<file path="src/rtl/bp_fpga_host_nbf_rx.sv">
// NBF receiver: assembles UART bytes (opcode, addr LSB-first, data LSB-first) into packets queued in a circular buffer.
// Latency: packet visible on nbf_v_o the cycle after its last byte; error/overflow/timeout pulses are registered (1 cycle).
// Backpressure: none toward the UART; a packet completing into a full buffer without a same-cycle yumi is dropped. Optional timeout: BP_FPGA_HOST_NBF_RX_TIMEOUT_EN.
module bp_fpga_host_nbf_rx #(
    parameter int nbf_addr_width_p   = 40,
    parameter int nbf_data_width_p   = 64,
    parameter int nbf_opcode_width_p = 8,
    parameter int buffer_els_p       = 4,
    parameter int timeout_cycles_p   = 1000000
) (
    input  logic                          clk_i,
    input  logic                          reset_i,
    input  logic                          rx_v_i,
    input  logic [7:0]                    rx_data_i,
    input  logic                          rx_error_i,
    output logic [nbf_opcode_width_p-1:0] nbf_opcode_o,
    output logic [nbf_addr_width_p-1:0]   nbf_addr_o,
    output logic [nbf_data_width_p-1:0]   nbf_data_o,
    output logic                          nbf_v_o,
    input  logic                          nbf_yumi_i,
    output logic                          rx_error_o,
    output logic                          overflow_o,
    output logic                          timeout_o,
    output logic                          busy_o
);
    localparam int addr_bytes_lp = (nbf_addr_width_p + 7) / 8;
    localparam int data_bytes_lp = nbf_data_width_p / 8;
    localparam int max_bytes_lp  = (addr_bytes_lp > data_bytes_lp) ? addr_bytes_lp : data_bytes_lp;
    localparam int cnt_w_lp      = $clog2(max_bytes_lp + 1);
    localparam int pkt_w_lp      = nbf_opcode_width_p + nbf_addr_width_p + nbf_data_width_p;
    localparam int ptr_w_lp      = $clog2(buffer_els_p);
    localparam int occ_w_lp      = $clog2(buffer_els_p + 1);

    localparam logic [1:0] e_opcode = 2'd0;
    localparam logic [1:0] e_addr   = 2'd1;
    localparam logic [1:0] e_data   = 2'd2;

    logic [1:0]                   state_r;
    logic [cnt_w_lp-1:0]          cnt_r;
    logic [7:0]                   opcode_r;
    logic [addr_bytes_lp*8-1:0]   addr_r, addr_n;
    logic [nbf_data_width_p-1:0]  data_r, data_n;
    logic                         byte_v, last_addr, last_data, commit, timeout_fire;
    logic                         rx_error_r, overflow_r;

    logic [pkt_w_lp-1:0]          mem_r [buffer_els_p];
    logic [ptr_w_lp-1:0]          wr_ptr_r, rd_ptr_r;
    logic [occ_w_lp-1:0]          occ_r;
    logic                         full, empty, push, pop;
    logic [pkt_w_lp-1:0]          pkt_in, head;

    // A byte that arrives together with a line error is thrown away with the packet.
    assign byte_v    = rx_v_i & ~rx_error_i;
    assign last_addr = (cnt_r == cnt_w_lp'(addr_bytes_lp - 1));
    assign last_data = (cnt_r == cnt_w_lp'(data_bytes_lp - 1));
    assign commit    = byte_v && (state_r == e_data) && last_data;

    always_comb begin
        addr_n = addr_r;
        data_n = data_r;
        for (int i = 0; i < addr_bytes_lp; i++)
            if (cnt_r == cnt_w_lp'(i)) addr_n[i*8 +: 8] = rx_data_i;
        for (int i = 0; i < data_bytes_lp; i++)
            if (cnt_r == cnt_w_lp'(i)) data_n[i*8 +: 8] = rx_data_i;
    end

    always_ff @(posedge clk_i) begin
        if (reset_i) begin
            state_r    <= e_opcode;
            cnt_r      <= '0;
            rx_error_r <= 1'b0;
            overflow_r <= 1'b0;
        end else begin
            rx_error_r <= rx_error_i;
            overflow_r <= commit & full & ~nbf_yumi_i;
            if (rx_error_i) begin
                state_r <= e_opcode;
                cnt_r   <= '0;
            end else if (byte_v) begin
                case (state_r)
                    e_opcode: begin
                        state_r <= e_addr;
                        cnt_r   <= '0;
                    end
                    e_addr: begin
                        state_r <= last_addr ? e_data : e_addr;
                        cnt_r   <= last_addr ? '0 : cnt_r + cnt_w_lp'(1);
                    end
                    e_data: begin
                        state_r <= last_data ? e_opcode : e_data;
                        cnt_r   <= last_data ? '0 : cnt_r + cnt_w_lp'(1);
                    end
                    default: begin
                        state_r <= e_opcode;
                        cnt_r   <= '0;
                    end
                endcase
            end else if (timeout_fire) begin
                state_r <= e_opcode;
                cnt_r   <= '0;
            end
        end
    end

    // Every byte slot is rewritten each packet, so the assembly registers need no clearing.
    always_ff @(posedge clk_i) begin
        if (byte_v) begin
            if (state_r == e_opcode) opcode_r <= rx_data_i;
            if (state_r == e_addr)   addr_r   <= addr_n;
            if (state_r == e_data)   data_r   <= data_n;
        end
    end

`ifdef BP_FPGA_HOST_NBF_RX_TIMEOUT_EN
    localparam int idle_w_lp = $clog2(timeout_cycles_p + 1);
    logic [idle_w_lp-1:0] idle_r;
    logic                 timeout_r;

    // Fires on the idle cycle that brings the idle count up to timeout_cycles_p.
    assign timeout_fire = (state_r != e_opcode) && !rx_v_i && !rx_error_i &&
                          (idle_r == idle_w_lp'(timeout_cycles_p - 1));

    always_ff @(posedge clk_i) begin
        if (reset_i) begin
            idle_r    <= '0;
            timeout_r <= 1'b0;
        end else begin
            timeout_r <= timeout_fire;
            if (byte_v || rx_error_i || timeout_fire || (state_r == e_opcode))
                idle_r <= '0;
            else
                idle_r <= idle_r + idle_w_lp'(1);
        end
    end
    assign timeout_o = timeout_r;
`else
    assign timeout_fire = 1'b0;
    assign timeout_o    = 1'b0;
`endif

    assign full   = (occ_r == occ_w_lp'(buffer_els_p));
    assign empty  = (occ_r == '0);
    assign pop    = nbf_yumi_i & ~empty;
    // When full, a same-cycle yumi frees the head slot, which the new packet overwrites.
    assign push   = commit & (~full | nbf_yumi_i);
    assign pkt_in = {opcode_r[nbf_opcode_width_p-1:0], addr_r[nbf_addr_width_p-1:0], data_n};

    always_ff @(posedge clk_i) begin
        if (reset_i) begin
            wr_ptr_r <= '0;
            rd_ptr_r <= '0;
            occ_r    <= '0;
        end else begin
            if (push)
                wr_ptr_r <= (wr_ptr_r == ptr_w_lp'(buffer_els_p - 1)) ? '0 : wr_ptr_r + ptr_w_lp'(1);
            if (pop)
                rd_ptr_r <= (rd_ptr_r == ptr_w_lp'(buffer_els_p - 1)) ? '0 : rd_ptr_r + ptr_w_lp'(1);
            case ({push, pop})
                2'b10:   occ_r <= occ_r + occ_w_lp'(1);
                2'b01:   occ_r <= occ_r - occ_w_lp'(1);
                default: occ_r <= occ_r;
            endcase
        end
    end

    always_ff @(posedge clk_i) begin
        if (push) mem_r[wr_ptr_r] <= pkt_in;
    end

    assign head = empty ? '0 : mem_r[rd_ptr_r];
    assign {nbf_opcode_o, nbf_addr_o, nbf_data_o} = head;
    assign nbf_v_o    = ~empty;
    assign rx_error_o = rx_error_r;
    assign overflow_o = overflow_r;
    assign busy_o     = (state_r != e_opcode);
endmodule
</file>
<file path="config.mk">
export PLATFORM = sky130hd
export DESIGN_NAME = bp_fpga_host_nbf_rx
export DESIGN_NICKNAME = d
export VERILOG_FILES = /design/src/rtl/bp_fpga_host_nbf_rx.sv
export SDC_FILE = /design/constraint.sdc
export NUM_CORES = 1
export LEC_CHECK = 0
export CORE_ASPECT_RATIO = 0.6
export CORE_MARGIN = 5
export CORE_UTILIZATION = 40
export DETAILED_ROUTE_END_ITERATION = 10
export PLACE_DENSITY = 0.64
export SYNTH_ARGS = -nofsm -noshare
export SYNTH_HDL_FRONTEND = slang
export SYNTH_SLANG_ARGS = --single-unit
</file>
<file path="constraint.sdc">
create_clock -name clk_i -period 4.4 [get_ports clk_i]
set_input_delay 0.66 -clock clk_i [delete_from_list [all_inputs] [get_ports clk_i]]
set_output_delay 0.66 -clock clk_i [all_outputs]
set_load 0.01 [all_outputs]
</file>
==> flow_summary.json <==
{
  "via_count": 10200,
  "postCtsSetupBuffers": 0,
  "placedCellCount": 1859,
  "powerDensity_nw_per_um2": 402,
  "fmax_ghz": 0.288,
  "grt_pass1_wl_um": 68400,
  "synth_top_area_share_pct": 76.0,
  "crit_fanout": 30,
  "rsz0062_at_grt": "false",
  "cp_cell_sequence": "buf_4 -> mux4_2 -> and2_1 -> clkdlybuf4s50_1",
  "routed_wl_um": 45500,
  "wl_per_cell_um": 23.3,
  "fp.dieW_um": 314,
  "syn_avg_cell_area_um2": 21.2,
  "synth.distinct_cells": 39,
  "tns_ns": 0,
  "num_rows": 66,
  "dp_slack_ns": 0.961,
  "gp_congestion": 0.753,
  "initial_core_util_pct": 40.6,
  "cts_buffers": 52,
  "yosys.area.top_type": "edfxtp_1",
  "netlist_top_cells_area": "edfxtp_1 (76%), mux4_2 (11%), and2_1 (3.3%)",
  "slowest_delay_ns": 0.64,
  "clk_latency_ns": 0.57,
  "async_reset_ff_share_pct": 0,
  "clk_pin_slew_worst_paths_ns": 0.06,
  "synth.net_count": 1070,
  "cts-root-buf": "clkbuf_16",
  "ant_nets": 0,
  "whs_ns": 0.482,
  "worstPathArrival_ns": 2.81,
  "antenna_found_initial": 8,
  "chipHeight_um": 192,
  "final.setup.worst_slack_ns": 0.933,
  "min_period_ns": 3.47,
  "synth_most_common_cell": "edfxtp_1",
  "seq_area_frac_synth_pct": 77.6,
  "tightestPinTransition_ns": 1.22,
  "crit_required_ns": 3.74,
  "final_cells": 1953,
  "drt_iter0_markers": 1040,
  "htree_num_levels": 2,
  "peakVddDrop_v": 0.000357,
  "grt-ovfl-total": 0,
  "drv_cap": 0,
  "vias_per_cell": 5.20,
  "cp_slowest_cell": "mux4_2",
  "track_usage_pct": 15.1,
  "min_path_type": "flop to flop",
  "hold_path.startpoint": "rd_ptr_r[0]$_SDFFE_PP0P_",
  "drtPass1Iterations": 5,
  "hpwlAfterDp_um": 26900,
  "antenna_cells": 0,
  "pin_count": 130,
  "yosys_most_used_dff": "edfxtp_1",
  "synth_seq_cells": 577,
  "endpoint_kind": "output port",
  "regToRegStartpoint": "cnt_r[1]$_SDFFE_PP0N_",
  "p_leak_uw": 0.00807,
  "cts.repair.resized": 0,
  "critical_path_class": "flop to output port",
  "drv_slew": 0,
  "layout-drive-gt1-share_pct": 22.5,
  "fin_skew_ns": 0.0110,
  "post-route-period-util_pct": 78.8,
  "setup_violations": 0,
  "synthesis.area_um2": 22100,
  "synth_cells": 1042,
  "synthTopCellsByCount": "edfxtp_1 (560), and2_1 (117), mux4_2 (112)",
  "core_area_um2": 54400,
  "synth_warnings": 0,
  "grt_max_degree": 63,
  "nets": 1227,
  "cts_tree": "yes",
  "fp.dieArea_um2": 60300,
  "drc": 0,
  "ctsHoldBuffers": 0,
  "io_buffers": 128,
  "worst_slew_margin_rel_pct": 18.1,
  "grt_pass1_vias": 10400,
  "synth_edf_count": 560,
  "final_util_pct": 47.8,
  "cts_buffer_depth": 3,
  "finalHoldViolations": 0,
  "start_kind": "flop",
  "cts.sinks": 577,
  "status": "complete, no violations",
  "syn2layout_area_growth_pct": 17.7
}
## placed cells by master (no fill, tap or decap), types with 2 or more instances in the layout
cell and instances:
buf_4 14, clkbuf_16 53, nand3b_1 2, dfxtp_4 2, a21oi_1 9, clkdlybuf4s50_1 128
edfxtp_1 560, buf_12 12, xor2_1 2, bufinv_16 5, nand2b_1 2, nand3_1 3
clkbuf_1 7, dfxtp_1 15, inv_6 4, mux2_2 56, nor2_1 10, clkinv_2 9
nand2_1 36, inv_1 15, ha_1 14, mux4_2 112, and2_1 117, clkinv_1 13
nor2b_1 3, clkbuf_8 2, and2_4 4, o21ai_0 4, and3_1 4, or3_1 3
mux2i_1 2, a311oi_1 2
## worst paths after layout
kind,end,slack (ns),cells after the start
worst max-delay path,nbf_data_o[30],0.93,4
worst min-delay path,flop,0.48,2
worst max register to register,mem_r[2][75]$_DFFE_PP_,1.56,5
worst min register to register,flop,0.48,2
## state kept, by name (all words and copies together), names as in the netlist, named ones only
register,flops
opcode_r,8
rd_ptr_r,2
addr_r,40
overflow_o,1
state_r,2
rx_error_o,1
wr_ptr_r,2
data_r,64
cnt_r,4
mem_r,448
occ_r,3
## metal layers
metal	up-vias	track usage [%]	wire length, um
met5	-	0	26
met4	4	2.56	625
met3	55	3.18	3320
met2	318	22.6	20400
met1	5309	23.4	21100
li1	4464	-	-
## final cells by class
type | instances | area, um^2
inverter | 15 | 56.3
clock inverter | 32 | 287
sequential | 577 | 17200
tap | 714 | 893
timing repair buffer | 154 | 1630
clock buffer | 62 | 1380
fill | 4432 | 28400
multi-input combinational | 399 | 4630
## kinds of logic after synthesis
group / synth area share, %
AO/OA/AOI/OAI: 0.526
XOR/XNOR: 0.0792
adder cells (fa/ha/maj): 0.882
buffers and inverters: 1.60
flip-flops: 77.6
multiplexers: 14.3
other: 0.0170
AND/OR/NAND/NOR: 4.99
## worst max-delay path: cells and delay by family (launching register included)
| kind | cells | cell delay [ns] |
|---|---|---|
| buffers and inverters | 2 | 0.99 |
| muxes | 1 | 0.64 |
| DFF | 1 | 0.38 |
| and+or+nand+nor | 1 | 0.19 |
## per-stage QoR
step                cell area, um^2  total power (uW)
floorplan                     22100              6100
global placement              24400              6160
detailed placement            24400              6160
CTS                           26000             10600
global route                  26000             10800
finish                        26000             10500
## power by group
part	total [uW]	internal, uW	switching [uW]
sequential	5960	5950	4.13
clock	4440	2530	1910
combinational	79.2	21.0	58.3
Note: power is estimated with default switching activity, not from simulation.
